$ cat src/rtl/cam_pkg.sv
// Shared types and default timing for the DVP pattern source and capture benches.
// Holds the FSM/pattern enums, the RGB565 bar palette and a width helper.
package cam_pkg;

    typedef enum logic [2:0] {
        ST_IDLE,
        ST_VSYNC,
        ST_VBACK,
        ST_ACTIVE,
        ST_HBLANK,
        ST_VFRONT
    } cam_gen_state_t;

    typedef enum logic [1:0] {
        PAT_RAMP,
        PAT_BARS,
        PAT_CHECK,
        PAT_TAG
    } cam_pattern_t;

    localparam logic [15:0] CAM_BAR_RGB [0:7] = '{
        16'hFFFF, 16'hFFE0, 16'h07FF, 16'h07E0,
        16'hF81F, 16'hF800, 16'h001F, 16'h0000
    };

    localparam int CAM_H_ACTIVE    = 640;
    localparam int CAM_V_ACTIVE    = 480;
    localparam int CAM_BPP         = 2;
    localparam int CAM_H_BLANK     = 144;
    localparam int CAM_VSYNC_LINES = 3;
    localparam int CAM_V_BACK      = 17;
    localparam int CAM_V_FRONT     = 10;

    // Bits needed to count 0..n-1, never less than one.
    function automatic int cam_bits(input int n);
        return (n > 1) ? $clog2(n) : 1;
    endfunction

endpackage

$ cat src/rtl/cam_pattern_pixel.sv
// Combinational 16-bit test pixel for the selected pattern.
// Bar index comes from the caller's segment counter, so no divider here.
module cam_pattern_pixel
    import cam_pkg::*;
(
    input  cam_pattern_t pattern_i,
    input  logic [15:0]  x_i,
    input  logic [7:0]   y_i,
    input  logic [2:0]   bar_i,
    input  logic [7:0]   frame_i,
    output logic [15:0]  pixel_o
);

    // Pixel value selected by the latched pattern.
    always_comb begin
        pixel_o = '0;
        unique case (pattern_i)
            PAT_RAMP:  pixel_o = x_i;
            PAT_BARS:  pixel_o = CAM_BAR_RGB[bar_i];
            PAT_CHECK: pixel_o = (x_i[5] ^ y_i[5]) ? 16'hFFFF : 16'h0000;
            PAT_TAG:   pixel_o = {frame_i, y_i};
        endcase
    end

endmodule

$ cat src/rtl/cam_dvp_pattern_gen.sv
// DVP sensor emulator: OV7670-style vsync/href/data timing on pclk.
// Outputs are registered from next-state values so they line up with the FSM.
module cam_dvp_pattern_gen
    import cam_pkg::*;
#(
    parameter int H_ACTIVE    = CAM_H_ACTIVE,
    parameter int V_ACTIVE    = CAM_V_ACTIVE,
    parameter int BPP         = CAM_BPP,
    parameter int H_BLANK     = CAM_H_BLANK,
    parameter int VSYNC_LINES = CAM_VSYNC_LINES,
    parameter int V_BACK      = CAM_V_BACK,
    parameter int V_FRONT     = CAM_V_FRONT
) (
    input  logic        pclk,
    input  logic        reset_n,
    input  logic        enable,
    input  logic [1:0]  pattern_sel,
    output logic        cam_href,
    output logic        cam_vsync,
    output logic [7:0]  cam_data,
    output logic        frame_done,
    output logic [15:0] frame_count
);

    localparam int LINE_PERIOD = H_ACTIVE * BPP + H_BLANK;
    localparam int VS_LEN = VSYNC_LINES * LINE_PERIOD;
    localparam int VB_LEN = V_BACK * LINE_PERIOD;
    localparam int VF_LEN = V_FRONT * LINE_PERIOD;
    localparam int MAX_A = (VS_LEN > VB_LEN) ? VS_LEN : VB_LEN;
    localparam int MAX_B = (VF_LEN > H_BLANK) ? VF_LEN : H_BLANK;
    localparam int MAX_LEN = (MAX_A > MAX_B) ? MAX_A : MAX_B;
    localparam int SEG = (H_ACTIVE >= 8) ? H_ACTIVE / 8 : 1;

    localparam int CW = cam_bits(MAX_LEN);
    localparam int XW = cam_bits(H_ACTIVE);
    localparam int YW = cam_bits(V_ACTIVE);
    localparam int BW = cam_bits(BPP);
    localparam int SW = cam_bits(SEG);

    localparam logic [CW-1:0] VS_LAST = CW'(VS_LEN - 1);
    localparam logic [CW-1:0] VB_LAST = CW'(VB_LEN - 1);
    localparam logic [CW-1:0] VF_LAST = CW'(VF_LEN - 1);
    localparam logic [CW-1:0] HB_LAST = CW'(H_BLANK - 1);
    localparam logic [XW-1:0] X_LAST  = XW'(H_ACTIVE - 1);
    localparam logic [YW-1:0] Y_LAST  = YW'(V_ACTIVE - 1);
    localparam logic [BW-1:0] B_LAST  = BW'(BPP - 1);
    localparam logic [SW-1:0] S_LAST  = SW'(SEG - 1);

    cam_gen_state_t state_q, state_d;
    cam_pattern_t   pat_q, pat_d;
    logic [CW-1:0]  cnt_q, cnt_d;
    logic [XW-1:0]  x_q, x_d;
    logic [YW-1:0]  y_q, y_d;
    logic [BW-1:0]  b_q, b_d;
    logic [SW-1:0]  seg_q, seg_d;
    logic [2:0]     bar_q, bar_d;

    logic           href_q, href_d;
    logic           vsync_q, vsync_d;
    logic [7:0]     data_q, data_d;
    logic           done_q, done_d;
    logic [15:0]    fcount_q;
    logic [15:0]    pixel;

    cam_pattern_pixel u_pixel (
        .pattern_i (pat_d),
        .x_i       (16'(x_d)),
        .y_i       (8'(y_d)),
        .bar_i     (bar_d),
        .frame_i   (fcount_q[7:0]),
        .pixel_o   (pixel)
    );

    // Next-state, counters and next output values.
    always_comb begin
        state_d = state_q;
        pat_d   = pat_q;
        cnt_d   = cnt_q;
        x_d     = x_q;
        y_d     = y_q;
        b_d     = b_q;
        seg_d   = seg_q;
        bar_d   = bar_q;
        unique case (state_q)
            ST_IDLE: begin
                if (enable) begin
                    state_d = ST_VSYNC;
                    cnt_d   = '0;
                    pat_d   = cam_pattern_t'(pattern_sel);
                end
            end
            ST_VSYNC: begin
                if (cnt_q == VS_LAST) begin
                    state_d = ST_VBACK;
                    cnt_d   = '0;
                end else begin
                    cnt_d = cnt_q + CW'(1);
                end
            end
            ST_VBACK: begin
                if (cnt_q == VB_LAST) begin
                    state_d = ST_ACTIVE;
                    cnt_d   = '0;
                    x_d     = '0;
                    y_d     = '0;
                    b_d     = '0;
                    seg_d   = '0;
                    bar_d   = '0;
                end else begin
                    cnt_d = cnt_q + CW'(1);
                end
            end
            ST_ACTIVE: begin
                if (b_q == B_LAST) begin
                    b_d = '0;
                    if (x_q == X_LAST) begin
                        state_d = ST_HBLANK;
                        cnt_d   = '0;
                    end else begin
                        x_d = x_q + XW'(1);
                        if (seg_q == S_LAST) begin
                            seg_d = '0;
                            bar_d = bar_q + 3'd1;
                        end else begin
                            seg_d = seg_q + SW'(1);
                        end
                    end
                end else begin
                    b_d = b_q + BW'(1);
                end
            end
            ST_HBLANK: begin
                if (cnt_q == HB_LAST) begin
                    cnt_d = '0;
                    if (y_q == Y_LAST) begin
                        state_d = ST_VFRONT;
                    end else begin
                        state_d = ST_ACTIVE;
                        y_d     = y_q + YW'(1);
                        x_d     = '0;
                        b_d     = '0;
                        seg_d   = '0;
                        bar_d   = '0;
                    end
                end else begin
                    cnt_d = cnt_q + CW'(1);
                end
            end
            ST_VFRONT: begin
                if (cnt_q == VF_LAST) begin
                    cnt_d = '0;
                    if (enable) begin
                        state_d = ST_VSYNC;
                        pat_d   = cam_pattern_t'(pattern_sel);
                    end else begin
                        state_d = ST_IDLE;
                    end
                end else begin
                    cnt_d = cnt_q + CW'(1);
                end
            end
            default: state_d = ST_IDLE;
        endcase

        href_d  = (state_d == ST_ACTIVE);
        vsync_d = (state_d == ST_VSYNC);
        done_d  = (state_d == ST_VFRONT) && (cnt_d == VF_LAST);
        data_d  = '0;
        if (href_d) begin
            data_d = (BPP > 1 && b_d == '0) ? pixel[15:8] : pixel[7:0];
        end
    end

    // State, counters and registered DVP outputs.
    always_ff @(posedge pclk or negedge reset_n) begin
        if (!reset_n) begin
            state_q  <= ST_IDLE;
            pat_q    <= PAT_RAMP;
            cnt_q    <= '0;
            x_q      <= '0;
            y_q      <= '0;
            b_q      <= '0;
            seg_q    <= '0;
            bar_q    <= '0;
            href_q   <= 1'b0;
            vsync_q  <= 1'b0;
            data_q   <= '0;
            done_q   <= 1'b0;
            fcount_q <= '0;
        end else begin
            state_q <= state_d;
            pat_q   <= pat_d;
            cnt_q   <= cnt_d;
            x_q     <= x_d;
            y_q     <= y_d;
            b_q     <= b_d;
            seg_q   <= seg_d;
            bar_q   <= bar_d;
            href_q  <= href_d;
            vsync_q <= vsync_d;
            data_q  <= data_d;
            done_q  <= done_d;
            if (done_d) begin
                fcount_q <= fcount_q + 16'd1;
            end
        end
    end

    assign cam_href    = href_q;
    assign cam_vsync   = vsync_q;
    assign cam_data    = data_q;
    assign frame_done  = done_q;
    assign frame_count = fcount_q;

endmodule

$ cat config.mk
export PLATFORM = sky130hd
export DESIGN_NAME = cam_dvp_pattern_gen
export DESIGN_NICKNAME = d
export VERILOG_FILES = /design/src/rtl/cam_pkg.sv /design/src/rtl/cam_pattern_pixel.sv /design/src/rtl/cam_dvp_pattern_gen.sv
export SDC_FILE = /design/constraint.sdc
export NUM_CORES = 1
export LEC_CHECK = 0
export ABC_AREA = 0
export CAP_MARGIN = 40
export CORE_MARGIN = 8
export CORE_UTILIZATION = 64
export CTS_BUF_LIST = sky130_fd_sc_hd__clkbuf_8 sky130_fd_sc_hd__clkbuf_16
export CTS_CLUSTER_DIAMETER = 100
export DETAILED_ROUTE_END_ITERATION = 7
export GPL_TIMING_DRIVEN = 1
export HOLD_SLACK_MARGIN = 0.12
export PLACE_DENSITY_LB_ADDON = 0.08
export RECOVER_POWER = 100
export SYNTH_ARGS = -nofsm -noshare
export SYNTH_HDL_FRONTEND = slang
export SYNTH_SLANG_ARGS = --single-unit
$ cat constraint.sdc
create_clock -name pclk -period 8.3 [get_ports pclk]
set_input_delay 0.83 -clock pclk [delete_from_list [all_inputs] [get_ports pclk]]
set_output_delay 0.83 -clock pclk [all_outputs]
set_load 0.005 [all_outputs]
## Word level (Yosys, flattened, before mapping)

Memories as Yosys holds them, arrays and structs flattened.
Cells that the tools add are included.

- Memories kept: 1
- Flip-flop bits (word level): 77
- ROM bits: 128

- Reduce and logical (&&, ||, !) cells: 7
- Order comparisons: 1
- Bitwise logic cells: 2
- Add/subtract/negate cells: 7
- Multiplexer cells: 56
- Equal/unequal tests: 24

Memories:

| memory | words | width | read ports | clocked after memory_dff | wr ports | RTL line | text |
|---|---|---|---|---|---|---|---|
| (no name shown) | 8 | 16 | 1 | 0 | 0 | cam_pattern_pixel.sv:19 | `PAT_BARS: pixel_o = CAM_BAR_RGB[bar_i];` |

Operator list:

| cell | number |
|---|---|
| $mux W15 | 7 |
| $pmux W15 S6 | 1 |
| $pmux W16 S4 | 1 |
| $mux W10 | 5 |
| $mux W16 | 3 |
| $mux W3 | 14 |
| $mux W7 | 6 |
| $eq A15 B14 Y1 const B | 2 |
| $pmux W10 S3 | 1 |
| $mux W9 | 3 |
| $pmux W7 S3 | 1 |
| $pmux W3 S6 | 1 |
| $pmux W9 S2 | 1 |
| $add A16 B1 Y16 const B | 1 |
| $mux W8 | 2 |
| $add A15 B1 Y15 const B | 1 |
| $eq A15 B13 Y1 const B | 1 |
| $eq A15 B15 Y1 const B | 1 |
| $eq A15 B8 Y1 const B | 1 |
| $add A10 B1 Y10 const B | 1 |
| $eq A10 B10 Y1 const B | 1 |
| $ne A2 B2 Y1 const B | 5 |
| $add A9 B1 Y9 const B | 1 |
| $eq A3 B2 Y1 const B | 3 |
| other kinds (24) | 33 |

## Depth between registers and ports, before layout

- Word-level depth: 12
- Mapped depth: 14
- Gate-level depth less buffers: 10

## Hierarchy

From an unflattened synthesis, not the netlist that was laid out.

- Cells, all modules: 561
- Area total of the unflattened synthesis: 5,096.1 um^2

Modules (own cells, without submodules):

| module | times used | seq. area each (um^2) | cells each | area an instance (um^2) |
|---|---|---|---|---|
| cam_dvp_pattern_gen | 1 | 1,926.8 | 507 | 4,718.3 |
| cam_pattern_pixel | 1 | 0.0 | 54 | 377.9 |

## Worst setup path after synthesis

OpenSTA, ideal clock, no wires.

- Path kind: register to register
- Start: register cnt_q[9]
- End: register fcount_q[1] (netlist: frame_count[1])
- Cell stages (with the launch flop): 11
- Setup time: 0.125 ns
- Path buffers: 2
- Arrival: 3.209 ns
- Clock period less this slack: 3.334 ns
- Data required time: 8.175 ns
- Setup slack: 4.966 ns
- Cells stage by stage: dfrtp_1 -> buf_6 -> or4_4 -> or4_1 -> a21o_1 -> o2111ai_2 -> o2111ai_1 -> or4_1 -> buf_2 -> or3_4 -> mux2_4

- Word-level cells in the longest chain between the ends: 5
- Elaborated cells on any way between the ends: 21
- Classes of those cells: 1 x add/sub; 6 x eq/ne; 13 x mux; 1 x reduce/logical

Ends and longest elaborated chain:

| element | RTL line | text |
|---|---|---|
| from (decl) | cam_dvp_pattern_gen.sv:51 | `logic [CW-1:0] cnt_q, cnt_d;` |
| from (signal assigned) | cam_dvp_pattern_gen.sv:193 | `cnt_q <= cnt_d;` |
| $eq A15 B14 Y1 (tied with other cells) | cam_dvp_pattern_gen.sv:150 | `if (cnt_q == VF_LAST) begin` |
| $mux W3 (on tied branches) | n/a |  |
| $pmux W3 S6 (*) | cam_dvp_pattern_gen.sv:84 | `unique case (state_q)` |
| via state_d[0] | cam_dvp_pattern_gen.sv:49 | `cam_gen_state_t state_q, state_d;` |
| $eq A3 B3 Y1 (*) | cam_dvp_pattern_gen.sv:167 | `done_d = (state_d == ST_VFRONT) && (cnt_d == VF_LAST);` |
| $logic_and A1 B1 Y1 (*) | cam_dvp_pattern_gen.sv:167 |  |
| to (signal assigned) | cam_dvp_pattern_gen.sv:204 | `fcount_q <= fcount_q + 16'd1;` |
| to (decl) | cam_dvp_pattern_gen.sv:62 | `logic [15:0] fcount_q;` |

Mark *: on every way through the listed nets, which the timed path passes. The rest lies on a longest branch.
A chain may end at the register's enable or synchronous reset.

## Worst setup path after layout

- Start: register cnt_q[4]
- End: register data_q[6] (netlist: cam_data[6])

- Elaborated cells on any way between the ends: 37
- Classes of those cells: 8 x eq/ne; 25 x mux; 2 x bitwise; 1 x reduce/logical; 1 x memory

RTL lines:

| element | RTL line | text |
|---|---|---|
| $eq A15 B8 Y1 / $eq A15 B15 Y1 (equally long branches) | cam_dvp_pattern_gen.sv:133, cam_dvp_pattern_gen.sv:101 |  |
| $mux W9 (on tied branches) | cam_dvp_pattern_gen.sv:133, cam_dvp_pattern_gen.sv:101 |  |
| $pmux W9 S2 (*) | cam_dvp_pattern_gen.sv:84 |  |
| via u_pixel.y_i[5] | cam_pattern_pixel.sv:8 | `input logic [7:0] y_i,` |
| $xor A1 B1 Y1 (*) | cam_pattern_pixel.sv:20 | `PAT_CHECK: pixel_o = (x_i[5] ^ y_i[5]) ? 16'hFFFF : 16'h0000;` |
| $mux W16 (*) | cam_pattern_pixel.sv:20 |  |
| $pmux W16 S4 (*) | cam_pattern_pixel.sv:17 | `unique case (pattern_i)` |
| $mux W8 (*) | cam_dvp_pattern_gen.sv:170 | `data_d = (BPP > 1 && b_d == '0) ? pixel[15:8] : pixel[7:0];` |
| $mux W8 (*) | cam_dvp_pattern_gen.sv:169 | `if (href_d) begin` |
| via data_d[6] | cam_dvp_pattern_gen.sv:60 | `logic [7:0] data_q, data_d;` |
| to (signal assigned) | cam_dvp_pattern_gen.sv:201 | `data_q <= data_d;` |
| to (decl) | cam_dvp_pattern_gen.sv:60 |  |

Mark *: on every way through the listed nets, which the timed path passes. The rest lies on a longest branch. The select of a mux whose other input is x is not followed.

==> flow_summary.ini <==
[run_status]
status = complete, but fails checks
violations = capacitance limit, slew limit

[layout]
fillers = 535
syn_to_final_growth_pct = 8.29
n_antenna_cell = 0
drive_above_1_share_pct = 5.07
final_core_util_pct = 71.1
fin_nets = 539

[synthesis]
synth_common_cells = 77 x dfrtp_1, 54 x nand2_1, 30 x a21oi_1
syn_inst = 514
yosysWarnings = 0
netlist.area_leader.share_pct = 40.9
ys.flop_type = dfrtp_1
synth_edf_count = 0
syn_area_um2 = 4710
synth_most_common_cell = dfrtp_1
synthTopCellsByArea = dfrtp_1 41%, nand2_1 4.3%, xor2_1 4.1%
yosysSeqAreaShare_pct = 40.9
syn_avg_cell_area_um2 = 9.16
synth_nets = 525
synth_cell_types = 69
synth_top_cell_by_area = dfrtp_1
synth_seq_cells = 77
ys_async_sr_fraction_pct = 100

[setup_path]
arrival_ps = 4780
slowest_delay_ps = 1000
startpoint_type = register
path_buf_inv = 0
cp_top_family = simple AND/OR/NAND/NOR gates
crit_path_end_kind = register
critPathKind = reg -> reg
critPathMaxFanout = 12
path_cells = or4b_1, nor4_1, nand3_1, o31ai_1, xor2_1, nand3_1, a311oi_1
required_ps = 8550
slowest_stage = nor4_1
critPathMostFrequentCell = nand3_1

[global_route]
grt_pass1_vias = 4153
antenna_found_initial = 0
grt_pass1_wl_um = 20800
grt_util_all_layers_pct = 25.7
grt_overflow_total = 0
grt_max_degree = 55

[sta]
setup_tns_ps = 0
period_needed_ps = 4530
rsz0062_at_grt = false
finalSetupViolCount = 0
post-route-period-util_pct = 54.6
finalClockSkew_ps = 11.6
maxSlewViolCount = 55
fmax_mhz = 221
relSlewSlack_pct = -86.4
worst_slew_pin_slew_ps = 2800
hold_viol = 0

[placement]
io_buffers = 31
place_congestion = 0.919
hpwlAfterDp_um = 9090

[clock_tree]
clk_pin_slew_worst_paths_ps = 80
clock-sinks = 77
cts_buffer_depth = 2
cts_buffers = 9
clock_latency_ps = 360
cts_resized = 0
hold_buffers = 0
cts_tree = yes
htree_num_levels = 3
cts-root-buf = clkbuf_8
post-cts-setup-buffers = 0

[floorplan]
ioPinCount = 32
core_um2 = 7180
die_area_um2 = 10400
start_util_pct = 65.6
die_h_um = 102
die_width_um = 102
rows = 31

[job]
cap_violations = 1

[detailed_routing]
drt_wl_total_um = 12600
remaining_drc_errors = 0
wl_per_cell_um = 20.0
routed-via-count = 4328
antenna_left = 0
drt_first_iter_violations = 327
dr.pass1.iters = 5
viasPerCell = 6.85

[pwr]
powerDensity_nw_per_um2 = 131
ir_worst_vdd_uv = 95.7
p_leak_nw = 2.34
power.total_mw = 0.668

[worst_hold_path]
hold_class = reg -> reg
==> per-stage QoR <==
step / area, um2 / hold WS, ps / setup WS (ps) / std cells
6_report: 5100 / 472 / 3770 / 632
3_5_place_dp: 5030 / 465 / 4000 / 616
3_3_place_gp: 5000 / 455 / 4140 / 615
5_1_grt: 5100 / 510 / 3480 / 632
2_1_floorplan: 4710 / 465 / 4970 / 514
4_1_cts: 5220 / 371 / 3970 / 632
==> sequential cells by signal (all words and copies together) (netlist names) <==
signal       cells
cam_vsync        1
frame_count     16
state_q          3
x_q             10
b_q              1
cam_href         1
frame_done       1
y_q              9
seg_q            7
cnt_q           15
cam_data         8
pat_q            2
bar_q            3
==> routing by layer <==
layer  track usage (%)  vias up  wire length [um]  share of wire [%]
met3              6.25       38               864                6.8
met4              11.9        0               440                3.5
met2              40.8      209              6190                 49
met5                 0        -                 0                  0
met1              32.1     2102              5140                 41
li1                  -     1979                 -                  -
==> layout make-up <==
class / instances / area (um2) / share of cell area [%]
repair buffers: 32 / 308 / 6.04
well taps: 99 / 124 / 2.43
clock inverters: 7 / 66.3 / 1.30
flip-flops and latches: 77 / 1930 / 37.8
clock buffers: 9 / 124 / 2.43
inverters: 11 / 41.3 / 0.810
multi-input cells: 397 / 2510 / 49.2
==> layout by cell type (no fill, tap or decap), drive strengths merged, types with 4 or more instances in the layout <==
cell type    synthesis  layout
a22o                 7       7
or2                  6       6
nor2                26      26
clkinv               0       5
or3                  7       7
nand2b               4       4
dlygate4sd3          0      27
nor4                17      17
a31oi               18      18
clkbuf              14      11
nand4               17      17
a21o                15      15
inv                 11      11
ha                   6       6
o31ai                5       5
mux2i                5       5
nand2               54      54
nor3b                6       6
o21ai               25      25
dfrtp               77      77
or4                  7       7
xnor2                5       5
a21oi               31      31
o22ai                4       4
nand3               28      28
and4                 6       6
and3                17      17
nor3                 6       6
and2                 5       5
xor2                22      22
==> worst register-to-register path, cell delays in order (launching register included) <==
cell,delay (ps)
dfrtp_1,460
or4b_1,650
nor4_1,1000
nand3_1,640
o31ai_1,820
xor2_1,220
nand3_1,250
a311oi_1,390
==> kinds of logic (layout without fill, tap and decap cells) <==
| family | Yosys count | after routing | synth area share [%] |
|---|---|---|---|
| and+or+nand+nor | 219 | 219 | 27.0 |
| muxes | 7 | 7 | 1.62 |
| buffers and inverters | 40 | 59 | 3.77 |
| adders and majority gates | 6 | 6 | 1.59 |
| DFF | 77 | 77 | 40.9 |
| AOI/OAI and AO/OA | 138 | 138 | 20.1 |
| xor gates and xnor gates | 27 | 27 | 5.02 |
==> path summary, 6_finish.rpt <==
check	startpoint	end	slack [ps]	depth (start not counted)
min reg2reg	frame_count[15]	frame_count[15]	470	1
max	cnt_q[4]	cam_data[6]	3770	7
max reg2reg	cnt_q[4]	cam_data[6]	3770	7
min in group asynchronous	reset_n	state_q[1]	740	1
max in group asynchronous	reset_n	cam_data[4]	4300	2
min	frame_count[15]	frame_count[15]	470	1
==> report_power, final <==
| part | internal [mW] | total (mW) | leakage (nW) | switching [mW] |
|---|---|---|---|---|
| combinational | 0.00151 | 0.00903 | 1.19 | 0.00752 |
| sequential | 0.375 | 0.375 | 1.06 | 0 |
| clock | 0.137 | 0.285 | 0.0987 | 0.147 |
(Power assumes the default switching activity.)
